===== config.mk =====
export PLATFORM = sky130hd
export DESIGN_NAME = alu_seq_16_flat
export DESIGN_NICKNAME = d
export VERILOG_FILES = /design/src/rtl/alu_seq_pkg.sv /design/src/rtl/alu_seq_16_if.sv /design/src/rtl/alu_4bit.sv /design/src/rtl/alu_seq_16.sv /design/src/flat_wrapper.sv
export SDC_FILE = /design/constraint.sdc
export NUM_CORES = 1
export LEC_CHECK = 0
export ABC_AREA = 0
export CAP_MARGIN = 20
export CORE_ASPECT_RATIO = 0.75
export CORE_MARGIN = 4
export CORE_UTILIZATION = 35
export CTS_CLUSTER_DIAMETER = 80
export CTS_CLUSTER_SIZE = 14
export DETAILED_ROUTE_END_ITERATION = 16
export PLACE_DENSITY = 0.62
export REMOVE_ABC_BUFFERS = 1
export SLEW_MARGIN = 20
export SYNTH_ARGS = -nofsm -noshare
export SYNTH_HDL_FRONTEND = slang
export SYNTH_SLANG_ARGS = --single-unit

===== constraint.sdc =====
create_clock -name clk -period 3.9 [get_ports clk]
set_input_delay 0.78 -clock clk [delete_from_list [all_inputs] [get_ports clk]]
set_output_delay 0.78 -clock clk [all_outputs]
set_load 0.1 [all_outputs]

===== src/rtl/alu_seq_pkg.sv =====
// ============================================================================
// Module      : alu_seq_pkg
// Description : Shared op codes, FSM encoding and helpers for alu_seq_16.
// Revision    : 1.0 - initial release
// ============================================================================
`default_nettype none

package alu_seq_pkg;

   localparam int ALU_FN_W = 3;

   localparam logic [ALU_FN_W-1:0] OP_AND   = 3'b000;
   localparam logic [ALU_FN_W-1:0] OP_OR    = 3'b001;
   localparam logic [ALU_FN_W-1:0] OP_XOR   = 3'b010;
   localparam logic [ALU_FN_W-1:0] OP_NOR   = 3'b011;
   localparam logic [ALU_FN_W-1:0] OP_ADD   = 3'b100;
   localparam logic [ALU_FN_W-1:0] OP_SUB   = 3'b101;
   localparam logic [ALU_FN_W-1:0] OP_PASSA = 3'b110;
   localparam logic [ALU_FN_W-1:0] OP_PASSB = 3'b111;

   typedef enum logic [1:0] {
      S_IDLE = 2'd0,
      S_EXEC = 2'd1,
      S_DONE = 2'd2
   } state_t;

   // SUB is A + ~B + 1, so its first carry is always 1; logic ops ignore carry.
   function automatic logic init_carry(input logic [ALU_FN_W-1:0] op, input logic cin);
      logic c;
      c = 1'b0;
      if (op == OP_ADD) c = cin;
      else if (op == OP_SUB) c = 1'b1;
      return c;
   endfunction

endpackage

`default_nettype wire


===== src/rtl/alu_seq_16_if.sv =====
// ============================================================================
// Module      : alu_seq_16_if
// Description : Command/response valid-ready bundle for alu_seq_16.
//               rsp_ovf exists only when ALU_SEQ_OVF_EN is defined.
// Revision    : 1.0 - initial release
// ============================================================================
`default_nettype none

interface alu_seq_16_if
   import alu_seq_pkg::*;
#(
   parameter int WIDTH = 16
);
   logic                cmd_valid;
   logic                cmd_ready;
   logic [ALU_FN_W-1:0] cmd_op;
   logic [WIDTH-1:0]    cmd_a;
   logic [WIDTH-1:0]    cmd_b;
   logic                cmd_cin;
   logic                rsp_valid;
   logic                rsp_ready;
   logic [WIDTH-1:0]    rsp_y;
   logic                rsp_cout;
   logic                rsp_zero;
`ifdef ALU_SEQ_OVF_EN
   logic                rsp_ovf;
`endif

   modport master (
      output cmd_valid, cmd_op, cmd_a, cmd_b, cmd_cin, rsp_ready,
      input  cmd_ready, rsp_valid, rsp_y, rsp_cout, rsp_zero
`ifdef ALU_SEQ_OVF_EN
      , input rsp_ovf
`endif
   );

   modport slave (
      input  cmd_valid, cmd_op, cmd_a, cmd_b, cmd_cin, rsp_ready,
      output cmd_ready, rsp_valid, rsp_y, rsp_cout, rsp_zero
`ifdef ALU_SEQ_OVF_EN
      , output rsp_ovf
`endif
   );

endinterface

`default_nettype wire


===== src/rtl/alu_4bit.sv =====
// ============================================================================
// Module      : alu_4bit
// Description : Combinational 4-bit ALU; carry-out only for ADD/SUB.
// Revision    : 1.0 - initial release
// ============================================================================
`default_nettype none

module alu_4bit
   import alu_seq_pkg::*;
(
   input  wire logic                Cin,
   input  wire logic [3:0]          A,
   input  wire logic [3:0]          B,
   input  wire logic [ALU_FN_W-1:0] Fin,
   output logic      [3:0]          Y,
   output logic                     Cout
);

   logic [4:0] w_sum;

   always_comb begin
      w_sum = 5'd0;
      Y     = 4'd0;
      Cout  = 1'b0;
      case (Fin)
         OP_AND:   Y = A & B;
         OP_OR:    Y = A | B;
         OP_XOR:   Y = A ^ B;
         OP_NOR:   Y = ~(A | B);
         OP_ADD: begin
            w_sum = {1'b0, A} + {1'b0, B} + {4'd0, Cin};
            Y     = w_sum[3:0];
            Cout  = w_sum[4];
         end
         OP_SUB: begin
            w_sum = {1'b0, A} + {1'b0, ~B} + {4'd0, Cin};
            Y     = w_sum[3:0];
            Cout  = w_sum[4];
         end
         OP_PASSA: Y = A;
         OP_PASSB: Y = B;
         default:  Y = 4'd0;
      endcase
   end

endmodule

`default_nettype wire


===== src/rtl/alu_seq_16.sv =====
// ============================================================================
// Module      : alu_seq_16
// Description : Nibble-serial WIDTH-bit ALU sequencer (LSB nibble first).
//               Optional signed-overflow output under ALU_SEQ_OVF_EN.
// Revision    : 1.0 - initial release
// ============================================================================
`default_nettype none

module alu_seq_16
   import alu_seq_pkg::*;
#(
   parameter int WIDTH = 16
)(
   input  wire logic   clk,
   input  wire logic   rst,
   alu_seq_16_if.slave bus
);

   localparam int NIBBLES = WIDTH / 4;
   localparam int IDX_W   = (NIBBLES > 1) ? $clog2(NIBBLES) : 1;
   localparam logic [IDX_W-1:0] C_LAST_IDX = IDX_W'(NIBBLES - 1);

   state_t              r_state;
   state_t              w_state_next;
   logic [IDX_W-1:0]    r_idx;
   logic [ALU_FN_W-1:0] r_op;
   logic [WIDTH-1:0]    r_a;
   logic [WIDTH-1:0]    r_b;
   logic                r_carry;
   logic [WIDTH-1:0]    r_result;
   logic                r_cout;
   logic                r_zero;

   logic                w_accept;
   logic                w_last;
   logic [3:0]          w_alu_y;
   logic                w_alu_cout;
   logic [WIDTH-1:0]    w_result_next;

   alu_4bit u_alu (
      .Cin  (r_carry),
      .A    (r_a[{r_idx, 2'b00} +: 4]),
      .B    (r_b[{r_idx, 2'b00} +: 4]),
      .Fin  (r_op),
      .Y    (w_alu_y),
      .Cout (w_alu_cout)
   );

   always_comb begin
      w_state_next  = r_state;
      w_accept      = 1'b0;
      w_last        = (r_idx == C_LAST_IDX);
      w_result_next = r_result;
      w_result_next[{r_idx, 2'b00} +: 4] = w_alu_y;
      case (r_state)
         S_IDLE: begin
            w_accept = bus.cmd_valid;
            if (bus.cmd_valid) w_state_next = S_EXEC;
         end
         S_EXEC: begin
            if (w_last) w_state_next = S_DONE;
         end
         S_DONE: begin
            if (bus.rsp_ready) w_state_next = S_IDLE;
         end
         default: w_state_next = S_IDLE;
      endcase
   end

   always_ff @(posedge clk or posedge rst) begin
      if (rst) r_state <= S_IDLE;
      else     r_state <= w_state_next;
   end

   always_ff @(posedge clk or posedge rst) begin
      if (rst) begin
         r_idx    <= '0;
         r_op     <= OP_AND;
         r_a      <= '0;
         r_b      <= '0;
         r_carry  <= 1'b0;
         r_result <= '0;
         r_cout   <= 1'b0;
         r_zero   <= 1'b1;
      end else if (w_accept) begin
         r_idx    <= '0;
         r_op     <= bus.cmd_op;
         r_a      <= bus.cmd_a;
         r_b      <= bus.cmd_b;
         r_carry  <= init_carry(bus.cmd_op, bus.cmd_cin);
         r_result <= '0;
      end else if (r_state == S_EXEC) begin
         r_result <= w_result_next;
         r_carry  <= w_alu_cout;
         // idx parks on the last nibble; the next accept clears it.
         if (w_last) begin
            r_cout <= w_alu_cout;
            r_zero <= (w_result_next == '0);
         end else begin
            r_idx  <= r_idx + 1'b1;
         end
      end
   end

`ifdef ALU_SEQ_OVF_EN
   logic r_ovf;
   logic w_bp_sign;
   logic w_arith;

   assign w_arith   = (r_op == OP_ADD) || (r_op == OP_SUB);
   assign w_bp_sign = (r_op == OP_SUB) ? ~r_b[WIDTH-1] : r_b[WIDTH-1];

   always_ff @(posedge clk or posedge rst) begin
      if (rst) begin
         r_ovf <= 1'b0;
      end else if ((r_state == S_EXEC) && w_last) begin
         r_ovf <= w_arith && (r_a[WIDTH-1] == w_bp_sign) && (w_alu_y[3] != r_a[WIDTH-1]);
      end
   end

   assign bus.rsp_ovf = r_ovf;
`endif

   assign bus.cmd_ready = (r_state == S_IDLE);
   assign bus.rsp_valid = (r_state == S_DONE);
   assign bus.rsp_y     = r_result;
   assign bus.rsp_cout  = r_cout;
   assign bus.rsp_zero  = r_zero;

endmodule

`default_nettype wire

===== src/flat_wrapper.sv =====
// flat-port wrapper written by rule: the top's interface ports become plain ports
module alu_seq_16_flat import alu_seq_pkg::*;
#(
   parameter int WIDTH = 16
)
  (clk, rst, bus_cmd_valid, bus_cmd_op, bus_cmd_a, bus_cmd_b, bus_cmd_cin, bus_rsp_ready, bus_cmd_ready, bus_rsp_valid, bus_rsp_y, bus_rsp_cout, bus_rsp_zero);
  alu_seq_16_if #(.WIDTH(WIDTH)) bus_i ();
  input  wire logic clk;
  input  wire logic rst;
  input wire logic [$bits(bus_i.cmd_valid)-1:0] bus_cmd_valid;
  input wire logic [$bits(bus_i.cmd_op)-1:0] bus_cmd_op;
  input wire logic [$bits(bus_i.cmd_a)-1:0] bus_cmd_a;
  input wire logic [$bits(bus_i.cmd_b)-1:0] bus_cmd_b;
  input wire logic [$bits(bus_i.cmd_cin)-1:0] bus_cmd_cin;
  input wire logic [$bits(bus_i.rsp_ready)-1:0] bus_rsp_ready;
  output wire logic [$bits(bus_i.cmd_ready)-1:0] bus_cmd_ready;
  output wire logic [$bits(bus_i.rsp_valid)-1:0] bus_rsp_valid;
  output wire logic [$bits(bus_i.rsp_y)-1:0] bus_rsp_y;
  output wire logic [$bits(bus_i.rsp_cout)-1:0] bus_rsp_cout;
  output wire logic [$bits(bus_i.rsp_zero)-1:0] bus_rsp_zero;
  assign bus_i.cmd_valid = bus_cmd_valid;
  assign bus_i.cmd_op = bus_cmd_op;
  assign bus_i.cmd_a = bus_cmd_a;
  assign bus_i.cmd_b = bus_cmd_b;
  assign bus_i.cmd_cin = bus_cmd_cin;
  assign bus_i.rsp_ready = bus_rsp_ready;
  assign bus_cmd_ready = bus_i.cmd_ready;
  assign bus_rsp_valid = bus_i.rsp_valid;
  assign bus_rsp_y = bus_i.rsp_y;
  assign bus_rsp_cout = bus_i.rsp_cout;
  assign bus_rsp_zero = bus_i.rsp_zero;
  alu_seq_16 #(.WIDTH(WIDTH)) u_core (.clk(clk), .rst(rst), .bus(bus_i));
endmodule

==> run metrics, run 1 <==
grt ovf 0; Routed WL 8690 um; clk_lat worst skew 0.32 ns; worst path arrival time 3.57 ns; CTS tree yes; largest fanout on the critical path 9; WS Path Type reg2reg; die area 0.0115 mm^2; Cells after DPL 568; H-tree levels 3; area occupied by multi-input gates 0.00182 mm^2; CP cell instances mux2i_1 -> nand2_1 -> o21ai_0 -> buf_4 -> fa_1 -> fa_1 -> xor2_1 -> a31o_2 -> o22ai_1 -> o22ai_2 -> a41oi_2 -> o31ai_1; most frequent CP cell fa_1; Crit path required time 4.14 ns; Post-DP HPWL 6590 um; Setup WS post-layout 0.572 ns; Vias/cell 5.04; Setup WS pre-CTS 0.563 ns; # clock sinks 58; CP Capture Type flop; port buffer count 59; layout cell share with drive strength beyond 1 0.0951; initial antenna violation count 0; GPL Wtd Cong 0.916; Final Max Slew Viols 0; status finished clean; post-synth top area cell dfrtp_1; ys flop type dfrtp_1; global-route wire length before repair 14,500 um; Register Area 0.00145 mm^2; Post-CTS Resized 0; post-route ant nets 0; hold buffers post-CTS 0; Setup Buffers After CTS 0; Setup violations, final 0; post-synthesis async set-or-reset flop share 1.00; Seq cells post-synth 58; Slowest-stage cell, CP dfrtp_1; fill cell count 971; row count 31; CP max stage delay 0.64 ns; Synth Area per Inst 8.91 um^2; starting density of the core 0.358; max_cap viols 0; Die H 94.0 um; synth top area cells dfrtp_1, nand2_1, ha_1; fmax 300 MHz; Syn-to-layout area delta 30.7%; Syn Inst Count 387; Core Area 0.00962 mm^2; number of DRC violations after detailed-routing iteration 0 187; Netlist cell types 52; drt first pass iters 4; final std cells w/o fill 584; root buffer cell clkbuf_16; final hold violations 0; Clock Skew 0.00640 ns; gr usage total 0.161; Max Buffers Root-to-Sink 2; Die Width 123 um; largest net degree at the start of global routing 37; final worst-path cycle share 0.853; TritonCTS Buffers 9; final core occ 0.469; IO Count 60; CP delay by family, top compound AO/OA/AOI/OAI gates; crit path buf inv count 1; worst slew pin tran 0.976 ns; RSZ-0062 raised after global routing no; post-synth top area share 0.414; number of global-route vias before repair 2,886; min Tclk post-route 3.33 ns; Yosys warning total 0; number of synthesized flops with an enable pin 0; part of the Yosys area used for sequential elements 0.421; DRC violations left 0; Antenna Cells 0; Avg WL per Cell 14.9 um; Worst Hold Class reg2reg; # nets final 507; clk slew on worst S/H paths 0.05 ns; TNS Setup 0 ns; Slew headroom 0.347; routed vias 2,942; startpoint types flop; mapped cell area 0.00345 mm^2
==> layer usage <==
layer,GRT usage,part of all wire,up-vias
li1,-,-,1424
met1,0.233,0.50,1403
met2,0.239,0.42,104
met3,0.0452,0.066,11
met4,0.0391,0.010,0
met5,0,0,-
==> cells in the final DEF, fill, tap and decap left out, types with 4 or more instances in the layout <==
| cell | n |
|---|---|
| mux2i_1 | 7 |
| clkbuf_16 | 9 |
| nor2_1 | 16 |
| mux4_2 | 4 |
| mux2_2 | 5 |
| clkdlybuf4s50_1 | 59 |
| nor2b_1 | 9 |
| nor3_1 | 7 |
| xnor2_1 | 5 |
| a21oi_1 | 9 |
| fa_1 | 4 |
| nand3_1 | 4 |
| nand2b_1 | 5 |
| ha_1 | 16 |
| nand2_1 | 124 |
| o21ai_0 | 25 |
| a22o_1 | 8 |
| dfrtp_1 | 57 |
| buf_4 | 9 |
| inv_1 | 19 |
==> sequential cells by signal (all words and copies together) (netlist names) <==
name and cells:
u_core.bus.rsp_cout 1, u_core.bus.rsp_y 16, u_core.bus.rsp_zero 1, u_core.r_a 16, u_core.r_b 16, u_core.r_carry 1, u_core.r_idx 2, u_core.r_op 3
u_core.r_state 2
==> worst register-to-register path: stages (launching register included) <==
cell and delay [ns]:
dfrtp_1 0.64, mux2i_1 0.18, nand2_1 0.09, o21ai_0 0.15, buf_4 0.21, fa_1 0.45, fa_1 0.42, xor2_1 0.17
a31o_2 0.25, o22ai_1 0.22, o22ai_2 0.16, a41oi_2 0.21, o31ai_1 0.10
==> cells in the mapped netlist (all sizes together) (4+ instances only) <==
cell type  number
inv            22
a22o            8
fa              4
nand2         124
clkbuf         12
mux4            5
nand3           4
ha             16
a21oi           9
o21ai          25
dfrtp          57
mux2i           7
nor3            7
nand2b          5
nor2b           9
mux2            6
nor2           16
buf             7
xnor2           5
==> final cells by class <==
type / count / area share
flip-flops and latches: 58 / 0.322
repair buffers: 68 / 0.146
clock buffers: 14 / 0.0586
multi-input cells: 288 / 0.405
inverters: 22 / 0.0183
well taps: 132 / 0.0366
clock inverters: 2 / 0.0133
==> logic make-up (layout without fill, tap and decap cells) <==
| family | Yosys count | in the layout | share of synthesized area |
|---|---|---|---|
| adder cells (fa/ha/maj) | 20 | 20 | 0.0813 |
| XOR/XNOR | 6 | 6 | 0.0152 |
| buffers and inverters | 41 | 106 | 0.0497 |
| AO/OA/AOI/OAI | 68 | 68 | 0.143 |
| AND/OR/NAND/NOR | 176 | 176 | 0.214 |
| flip-flops | 58 | 58 | 0.421 |
| multiplexers | 18 | 18 | 0.0747 |
==> through the flow <==
| stage | area [um^2] | hold WS [ns] |
|---|---|---|
| final | 4510 | 0.471 |
| after global routing | 4510 | 0.500 |
| after CTS | 4510 | 0.473 |
| after detailed placement | 4180 | 0.460 |
| after global placement | 4180 | 0.458 |
| after floorplan | 3360 | 0.437 |
==> worst paths after layout <==
| check | slack, ns | startpoint | to | cells after the start |
|---|---|---|---|---|
| worst max-delay path | 0.57 | u_core.r_idx[0] | u_core.bus.rsp_zero | 12 |
| worst min-delay path | 0.47 | u_core.r_a[4] | u_core.r_a[4] | 2 |
| worst max register to register | 0.57 | u_core.r_idx[0] | u_core.bus.rsp_zero | 12 |
| worst min register to register | 0.47 | u_core.r_a[4] | u_core.r_a[4] | 2 |
| max in group asynchronous | 2.21 | rst | u_core.r_a[7] | 3 |
| min in group asynchronous | 0.85 | rst | u_core.r_state[0] | 2 |
Power of run 1 is not shown: default switching activity piles up to over one toggle a cycle in this logic, so the estimate is an artifact.
==> inputs of run 2 (changes only) <==
--- a/config.mk
+++ b/config.mk
@@ -6,9 +6,7 @@
 export NUM_CORES = 1
 export LEC_CHECK = 0
 export ABC_AREA = 0
-export CAP_MARGIN = 20
 export CORE_ASPECT_RATIO = 0.75
-export CORE_MARGIN = 4
 export CORE_UTILIZATION = 35
 export CTS_CLUSTER_DIAMETER = 80
 export CTS_CLUSTER_SIZE = 14
==> run metrics, run 2 (same netlist as run 1, synthesis figures left out) <==
Setup Buffers After CTS 0 (unchanged); Die H 88.0 um (was 94.0 um); Reg2Reg Setup Slack 0.46 ns (was 0.57 ns); final hold violations 0 (unchanged); Worst Hold Class reg2reg (unchanged); CP delay by family, top compound AO/OA/AOI/OAI gates (unchanged); worst slew pin tran 0.971 ns (was 0.976 ns); TritonCTS Buffers 9 (unchanged); Die Width 117 um (was 123 um); layout cell share with drive strength beyond 1 0.0935 (was 0.0951); GPL Wtd Cong 0.899 (was 0.916); clk_lat worst skew 0.33 ns (was 0.32 ns); gr usage total 0.177 (was 0.161); worst setup path start u_core.r_idx[0] (unchanged); status finished clean (unchanged); H-tree levels 3 (unchanged); reg2reg end u_core.bus.rsp_zero (unchanged); clk slew on worst S/H paths 0.05 ns (about the same); fmax 291 MHz (was 300 MHz); Crit path required time 4.15 ns (was 4.14 ns); worst path arrival time 3.69 ns (was 3.57 ns); routed vias 2,835 (was 2,942); CP endpoint u_core.bus.rsp_zero (unchanged); critical path depth 12 (unchanged); starting density of the core 0.370 (was 0.358); row count 30 (was 31); Post-DP HPWL 5940 um (was 6590 um); Syn-to-layout area delta 29.6% (was 30.7%); Slowest-stage cell, CP dfrtp_1 (unchanged); root buffer cell clkbuf_16 (unchanged); number of DRC violations after detailed-routing iteration 0 183 (was 187); most common cell after layout, fill and taps aside nand2_1 (unchanged); Setup violations, final 0 (unchanged); global-route wire length before repair 13,600 um (was 14,500 um); RSZ-0062 raised after global routing no (unchanged); Post-CTS Resized 0 (unchanged); IO Count 60 (unchanged); largest fanout on the critical path 13 (was 9); CTS tree yes (unchanged); final worst-path cycle share 0.881 (was 0.853); startpoint types flop (unchanged); Vias/cell 4.91 (was 5.04); # clock sinks 58 (unchanged); Final Max Slew Viols 0 (unchanged); most frequent cells in the layout nand2_1, clkdlybuf4s50_1, dfrtp_1 (unchanged); post-route ant nets 0 (unchanged); min Tclk post-route 3.44 ns (was 3.33 ns); max_cap viols 0 (unchanged); WS Path Type reg2reg (unchanged); crit path buf inv count 1 (unchanged); die area 0.0103 mm^2 (was 0.0115 mm^2); Slew headroom 0.351 (was 0.347); Avg WL per Cell 14.0 um (was 14.9 um); TNS Setup 0 ns (unchanged); CP max stage delay 0.77 ns (was 0.64 ns); final std cells w/o fill 577 (was 584); initial antenna violation count 0 (unchanged); hold buffers post-CTS 0 (unchanged); CP Capture Type flop (unchanged); number of global-route vias before repair 2,748 (was 2,886); grt ovf 0 (unchanged); largest net degree at the start of global routing 59 (was 37); DRC violations left 0 (unchanged); R2R Path Start u_core.r_idx[0] (unchanged); Routed WL 8070 um (was 8690 um); Clock Skew 0.00593 ns (was 0.00640 ns); Cells after DPL 562 (was 568); most frequent CP cell fa_1 (unchanged); drt first pass iters 4 (unchanged); R2R depth 12 (unchanged); Core Area 0.00931 mm^2 (was 0.00962 mm^2); Antenna Cells 0 (unchanged); # nets final 505 (was 507); port buffer count 59 (unchanged); Max Buffers Root-to-Sink 2 (unchanged); CP cell instances mux2i_1 -> nand2_1 -> o21ai_0 -> buf_4 -> fa_1 -> fa_1 -> xor2_1 -> a31o_2 -> o22ai_1 -> o22ai_2 -> a41oi_2 -> o31ai_1 (unchanged)
-- run 2: how the worst min path moves through the flow --
stage	startpoint	endpoint	slack [ns]	cells after the start
2_1_floorplan	u_core.r_b[7]	u_core.r_b[7]	0.44	2
6_report	u_core.r_b[5]	u_core.r_b[5]	0.47	2
3_5_place_dp	u_core.r_b[7]	u_core.r_b[7]	0.46	2
4_1_cts	u_core.r_a[3]	u_core.r_a[3]	0.48	2
5_1_grt	u_core.r_a[14]	u_core.r_a[14]	0.49	2
3_3_place_gp	u_core.r_b[11]	u_core.r_b[11]	0.45	2
-- run 2: area by class of cell --
class                   instances  area, um^2
clock buffers                  13         270
clock inverters                 2        35.0
fillers                       940        4840
inverters                      22        82.6
multi-input cells             288        1820
flip-flops and latches         58        1450
well taps                     128         160
repair buffers                 66         643
-- run 2: tightest hold or removal path: stages, from the launching register on --
cell,delay [ns]
dfrtp_1,0.34
nand2_1,0.05
nand2_1,0.05
-- run 2: metal layers --
layer	wire (um)	share of wire	track usage
met1	4100	0.51	0.252
met2	3210	0.40	0.244
met3	637	0.079	0.0644
met4	127	0.016	0.0656
met5	0	0	0
-- run 2: through the flow --
| step | cell area (um^2) | util | hold WS, ns | setup slack, ns |
|---|---|---|---|---|
| 5_1_grt | 4470 | 0.480 | 0.492 | 0.219 |
| 6_report | 4470 | 0.480 | 0.469 | 0.464 |
| 2_1_floorplan | 3360 | - | 0.437 | 0.434 |
| 3_3_place_gp | 4160 | 0.447 | 0.451 | 0.528 |
| 4_1_cts | 4470 | 0.480 | 0.475 | 0.422 |
| 3_5_place_dp | 4160 | 0.447 | 0.463 | 0.416 |
Power of run 2 is left out for the same reason.
